$ cat src/rtl/data_memory_arbiter.sv
// rtl/data_memory_arbiter.sv - two-port round-robin arbiter in front of the single-port data memory
module data_memory_arbiter #(
    parameter int ADDR_W     = 8,
    parameter int DATA_W     = 8,
    parameter int FIXED_PRIO = 0
) (
    input  logic              clk,
    input  logic              reset,
    input  logic              req0,
    input  logic              we0,
    input  logic [ADDR_W-1:0] addr0,
    input  logic [DATA_W-1:0] wdata0,
    input  logic              req1,
    input  logic              we1,
    input  logic [ADDR_W-1:0] addr1,
    input  logic [DATA_W-1:0] wdata1,
    output logic              ack0,
    output logic              ack1,
    output logic [DATA_W-1:0] rdata0,
    output logic [DATA_W-1:0] rdata1,
    output logic              mem_read,
    output logic              mem_write,
    output logic [ADDR_W-1:0] mem_addr,
    output logic [DATA_W-1:0] mem_wdata,
    input  logic [DATA_W-1:0] mem_rdata
);

    typedef enum logic [1:0] {IDLE, ACCESS, DONE} state_t;

    state_t              state;
    logic                last_grant;
    logic                grant_q;
    logic                we_q;
    logic [ADDR_W-1:0]   addr_q;
    logic [DATA_W-1:0]   wdata_q;

    logic                winner;
    logic                win_we;
    logic [ADDR_W-1:0]   win_addr;
    logic [DATA_W-1:0]   win_wdata;

    // A tie goes to port 0 under fixed priority, otherwise to the port not granted last.
    always_comb begin
        winner = req1;
        if (req0 && req1) begin
            winner = (FIXED_PRIO != 0) ? 1'b0 : ~last_grant;
        end
        win_we    = winner ? we1    : we0;
        win_addr  = winner ? addr1  : addr0;
        win_wdata = winner ? wdata1 : wdata0;
    end

    // Memory strobes come straight from the command registers so a reset clears them at once.
    assign mem_read  = (state == ACCESS) && !we_q;
    assign mem_write = (state == ACCESS) && we_q;
    assign mem_addr  = (state == ACCESS) ? addr_q  : '0;
    assign mem_wdata = (state == ACCESS) ? wdata_q : '0;

    always_ff @(posedge clk or posedge reset) begin
        if (reset) begin
            state      <= IDLE;
            last_grant <= 1'b1;
            grant_q    <= 1'b0;
            we_q       <= 1'b0;
            addr_q     <= '0;
            wdata_q    <= '0;
            ack0       <= 1'b0;
            ack1       <= 1'b0;
            rdata0     <= '0;
            rdata1     <= '0;
        end else begin
            ack0 <= 1'b0;
            ack1 <= 1'b0;
            case (state)
                IDLE: begin
                    if (req0 || req1) begin
                        grant_q    <= winner;
                        last_grant <= winner;
                        we_q       <= win_we;
                        addr_q     <= win_addr;
                        wdata_q    <= win_wdata;
                        state      <= ACCESS;
                    end
                end
                ACCESS: begin
                    if (!we_q) begin
                        if (grant_q) rdata1 <= mem_rdata;
                        else         rdata0 <= mem_rdata;
                    end
                    ack0  <= ~grant_q;
                    ack1  <= grant_q;
                    state <= DONE;
                end
                DONE: begin
                    state <= IDLE;
                end
                default: begin
                    state <= IDLE;
                end
            endcase
        end
    end

endmodule

$ cat config.mk
export PLATFORM = sky130hd
export DESIGN_NAME = data_memory_arbiter
export DESIGN_NICKNAME = d
export VERILOG_FILES = /design/src/rtl/data_memory_arbiter.sv
export SDC_FILE = /design/constraint.sdc
export NUM_CORES = 1
export LEC_CHECK = 0
export ABC_AREA = 0
export CAP_MARGIN = 25
export CORE_ASPECT_RATIO = 0.7
export CORE_MARGIN = 4
export CORE_UTILIZATION = 37
export DETAILED_ROUTE_END_ITERATION = 7
export PLACE_DENSITY = 0.75
export SETUP_SLACK_MARGIN = 0.3
export SYNTH_ARGS = -nofsm -noshare
export SYNTH_HDL_FRONTEND = slang
export SYNTH_SLANG_ARGS = --single-unit
$ cat constraint.sdc
create_clock -name clk -period 1.79 [get_ports clk]
set_clock_uncertainty 0.1 [all_clocks]
set_input_delay 0.179 -clock clk [delete_from_list [all_inputs] [get_ports clk]]
set_output_delay 0.179 -clock clk [all_outputs]
set_load 0.01 [all_outputs]
* Yosys cells after proc, flatten, opt, wreduce, memory -nomap -nowiden
Cells that the tools add are included.
** Operators by class
- Bitwise operators :: 3
- Reduce and logical (&&, ||, !) cells :: 9
- Muxes and demuxes :: 10
- Equal/unequal tests :: 2
** Operators by type and width (count)
- $mux W8 :: 4
- $reduce_and A3 Y1 :: 2
- $mux W1 :: 4
- $pmux W2 S2 :: 1
- $logic_and A1 B1 Y1 :: 3
- $not A1 Y1 :: 3
- $eq A2 B1 Y1 const B :: 1
- $logic_not A2 Y1 :: 1
- $mux W2 :: 1
- $ne A2 B2 Y1 const B :: 1
- $reduce_and A2 Y1 :: 1
- $logic_not A1 Y1 :: 1
- $logic_or A1 B1 Y1 :: 1
** Word-level totals
- Bits in registers :: 39

* Depth between registers and ports, before layout
- Word-level depth :: 3
- Mapped depth :: 5
- Depth with buffers taken out :: 3

* Least setup slack after synthesis
No wires, ideal clock.
- Path kind :: reg-to-reg
- Start point :: register last_grant
- End point :: register addr_q[0]
- Path buffers :: 2
- Library setup time :: 0.125 ns
- Clock period less this slack :: 1.665 ns
- Stages on the path, launching flop included :: 6
- Arrival time :: 1.440 ns
- Required time :: 1.565 ns
- Path slack :: 0.125 ns
- Path through :: dfstp_2 -> a21bo_1 -> buf_6 -> buf_8 -> mux2_4 -> mux2_2
** On the way
- Word-level cells in the longest chain between the ends :: 3
** Ends and longest elaborated chain
- start: declaration :: RTL line 31 : logic last_grant;
- start signal: assignment :: RTL line 78 : last_grant <= winner;
- $not A1 Y1 :: RTL line 46 : winner = (FIXED_PRIO != 0) ? 1'b0 : ~last_grant;
- $mux W1 :: RTL line 45 : if (req0 && req1) begin
- $mux W8 :: RTL line 49 : win_addr = winner ? addr1 : addr0;
- end signal: assignment :: RTL line 80 : addr_q <= win_addr;
- end: declaration :: RTL line 34 : logic [ADDR_W-1:0] addr_q;
No other way between the ends.
A chain may end at the register's enable or synchronous reset.

* Worst setup path in the final report
- Start point :: register last_grant
- End point :: register addr_q[4]
Same word-level chain as after synthesis.

==> results.md <==
* Status: complete, no violations
* Port-buffer cells at 81
* Cts bufs inserted at 5
* Largest family of logic cells by synthesized area: multiplexers
* Pre-CTS setup slack at -0.0559 ns
* Routed Antenna Nets at 0
* Total grt overflow at 0
* Max_cap viols at 0
* Post-CTS Hold Fix Bufs at 0
* PwrDens at 1580 mW/mm²
* Sequential cell area fraction in the yosys report at 53.8%
* Fmax at 0.591 GHz
* Max VDD drop at 0.682 mV
* #FFs+latches synth at 39
* Final setup violation count at 0
* Crit end category: flip-flop
* Final Max Slew Viols at 0
* Vias in the first global route at 1471
* Top cells by area, synth: dfrtp_1, mux2_2, mux2_4
* R2R Setup Slk at 0.1 ns
* Die W at 91.7 µm
* GRT Total Usage at 15.4%
* Drt first-iter violations at 23
* Yosys top cell area share at 52.4%
* Avg Cell Area, Syn at 14.4 µm²
* Clock tree buffer depth at 2
* Row count at 21
* Fraction of layout cells with a size suffix above 1 at 49.6%
* Max H-tree Level at 2
* I/O Pins at 82
* Worst-Margin Slew at 0.338 ns
* Nets at 277
* WL/cell at 15.5 µm
* Fillers at 351
* Initial Util at 38.2%
* Die height at 66.6 µm
* Area Growth Syn to Fin at 77.3%
* Simple-gate share of the synthesized area at 8.68%
* Cell area after synthesis at 0.00182 mm²
* Startpoint types: flip-flop
* P_leak at 1.59 nW
* ANT cells at 0
* Fin Setup TNS at 0 ns
* Max FO, Critical Path at 9
* Final period util at 94.5%
* Netlist cell types at 20
* First-pass DRT Iterations at 2
* Crit path required time at 1.86 ns
* Vias at 1355
* Total die area at 0.00611 mm²
* Largest net degree at the start of global routing at 40
* Detailed Route WL at 4680 µm
* Net Count, Synth at 172
* Post-Synth XOR/XNOR Area at 0%
* Core Footprint at 0.00476 mm²
* Worst skew pair latency at 0.28 ns
* CTS tree: built
* Initial antenna violation count at 0
* Root Buffer: clkbuf_8
* Post-synthesis mux area share at 32.9%
* Worst slew margin at 77.5%
* Vias per cell at 4.50
* Pwr Total at 0.00510 W
* First-pass GRT wire length at 7160 µm
* Fin crit period at 1.69 ns
* Post-synthesis adder-cell area fraction at 0%
* Final hold slack at 0.146 ns
* Post-synth top area cell: dfrtp_1
* HP Class: in2async
* Kind of critical path: reg2reg
* Complex-gate fraction of the synthesized area at 2.07%
* Reg clk slew, reported paths at 0.07 ns
* Post-Route Utilization at 67.7%
* Synth Warn # at 0
* Cells after Synth at 126
* RSZ-0062 raised after global routing: yes
* Worst EP arrival at 1.76 ns
* HPWL after DPL at 3110 µm
* Final Hold Fails at 0
* Drt drc at 0
* Final worst setup slack at 0.0987 ns
* Placer congestion estimate at 0.712
* Clock sinks at 39
cells in the final DEF, fill, tap and decap left out, drive strengths merged, types with 2 or more instances in the layout:
| master | Yosys | final |
|---|---|---|
| clkdlybuf4s50 | 0 | 48 |
| clkbuf | 1 | 7 |
| inv | 3 | 3 |
| nor2 | 3 | 3 |
| mux2 | 50 | 50 |
| dfrtp | 38 | 38 |
| nor3 | 2 | 2 |
| dlymetal6s2s | 0 | 15 |
| and2 | 18 | 18 |
| buf | 3 | 39 |
layer usage:
metal | vias to the layer above | GRT usage [%] | wire, µm
met5 | - | 0 | 0
met4 | 0 | 5.74 | 51
met3 | 7 | 5.19 | 268
met2 | 42 | 23.0 | 2160
met1 | 658 | 20.8 | 2200
li1 | 648 | - | -
worst max-delay path, stage by stage, from the launching register on:
cell and delay [ns]:
dfstp_2 0.55, a21bo_4 0.18, buf_12 0.14, mux2_2 0.33
mux2_2 0.26
flip-flops by register name, indices dropped and copies added, names as in the netlist:
signal	cells
rdata0	8
addr_q	8
last_grant	1
ack0	1
ack1	1
we_q	1
rdata1	8
grant_q	1
state	2
wdata_q	8
kinds of logic (layout without fill, tap and decap cells):
kind of cell	after synthesis	in the layout
AO/OA/AOI/OAI	5	5
buffers and inverters	7	113
flip-flops	39	39
multiplexers	50	50
AND/OR/NAND/NOR	25	25
cell usage after synthesis:
cell type and number:
dfstp_2 1, and2_1 18, a21oi_1 1, buf_8 1, mux2_2 41, a21bo_1 1
inv_1 3, dfrtp_1 38, a21o_1 1, nor2_1 3, nor3_1 1, buf_2 1
nor3b_2 1, nor3_2 1, mux2_4 9, o21ai_2 1, nand2b_1 1, buf_6 1
a31oi_1 1, clkbuf_1 1
repair_timing:
| action | CTS | global route |
|---|---|---|
| endpoints found under the setup margin | 51 | 66 |
| hold endpoints to repair | 0 | 0 |
| gates cloned | 2 | 0 |
| pin swaps | 3 | 6 |
| resized for setup | 90 | 57 |
| buffers inserted | 6 | 2 |
area by class of cell:
class	count	area, µm²	share of cell area (%)
flip-flops and latches	39	977	30.4
multi-input cells	80	916	28.5
well taps	69	86.3	2.68
repair buffers	102	1140	35.5
clock inverters	1	5.00	0.156
inverters	3	16.3	0.505
clock buffers	7	76.3	2.37
power by group:
group	internal, W	switching [W]	leakage [nW]
sequential	0.00134	0.000269	0.465
clock	0.000273	0.000288	0.0422
combinational	0.00192	0.00101	1.08
final timing paths:
kind / start / endpoint / cells past startpoint
worst max register to register: last_grant / addr_q[4] / 4
min in group clk: addr_q[5] / addr_q[5] / 1
max in group asynchronous: reset / last_grant / 3
worst min register to register: addr_q[5] / addr_q[5] / 1
worst min-delay path: reset / rdata0[1] / 3
worst max-delay path: last_grant / addr_q[4] / 4
metrics by stage:
step,instance area (µm²),cells
2_1_floorplan,1840,126
3_3_place_gp,2830,283
3_5_place_dp,2830,283
4_1_cts,3010,299
5_1_grt,3220,301
6_report,3220,301
Note: power is estimated with default switching activity, not from simulation.
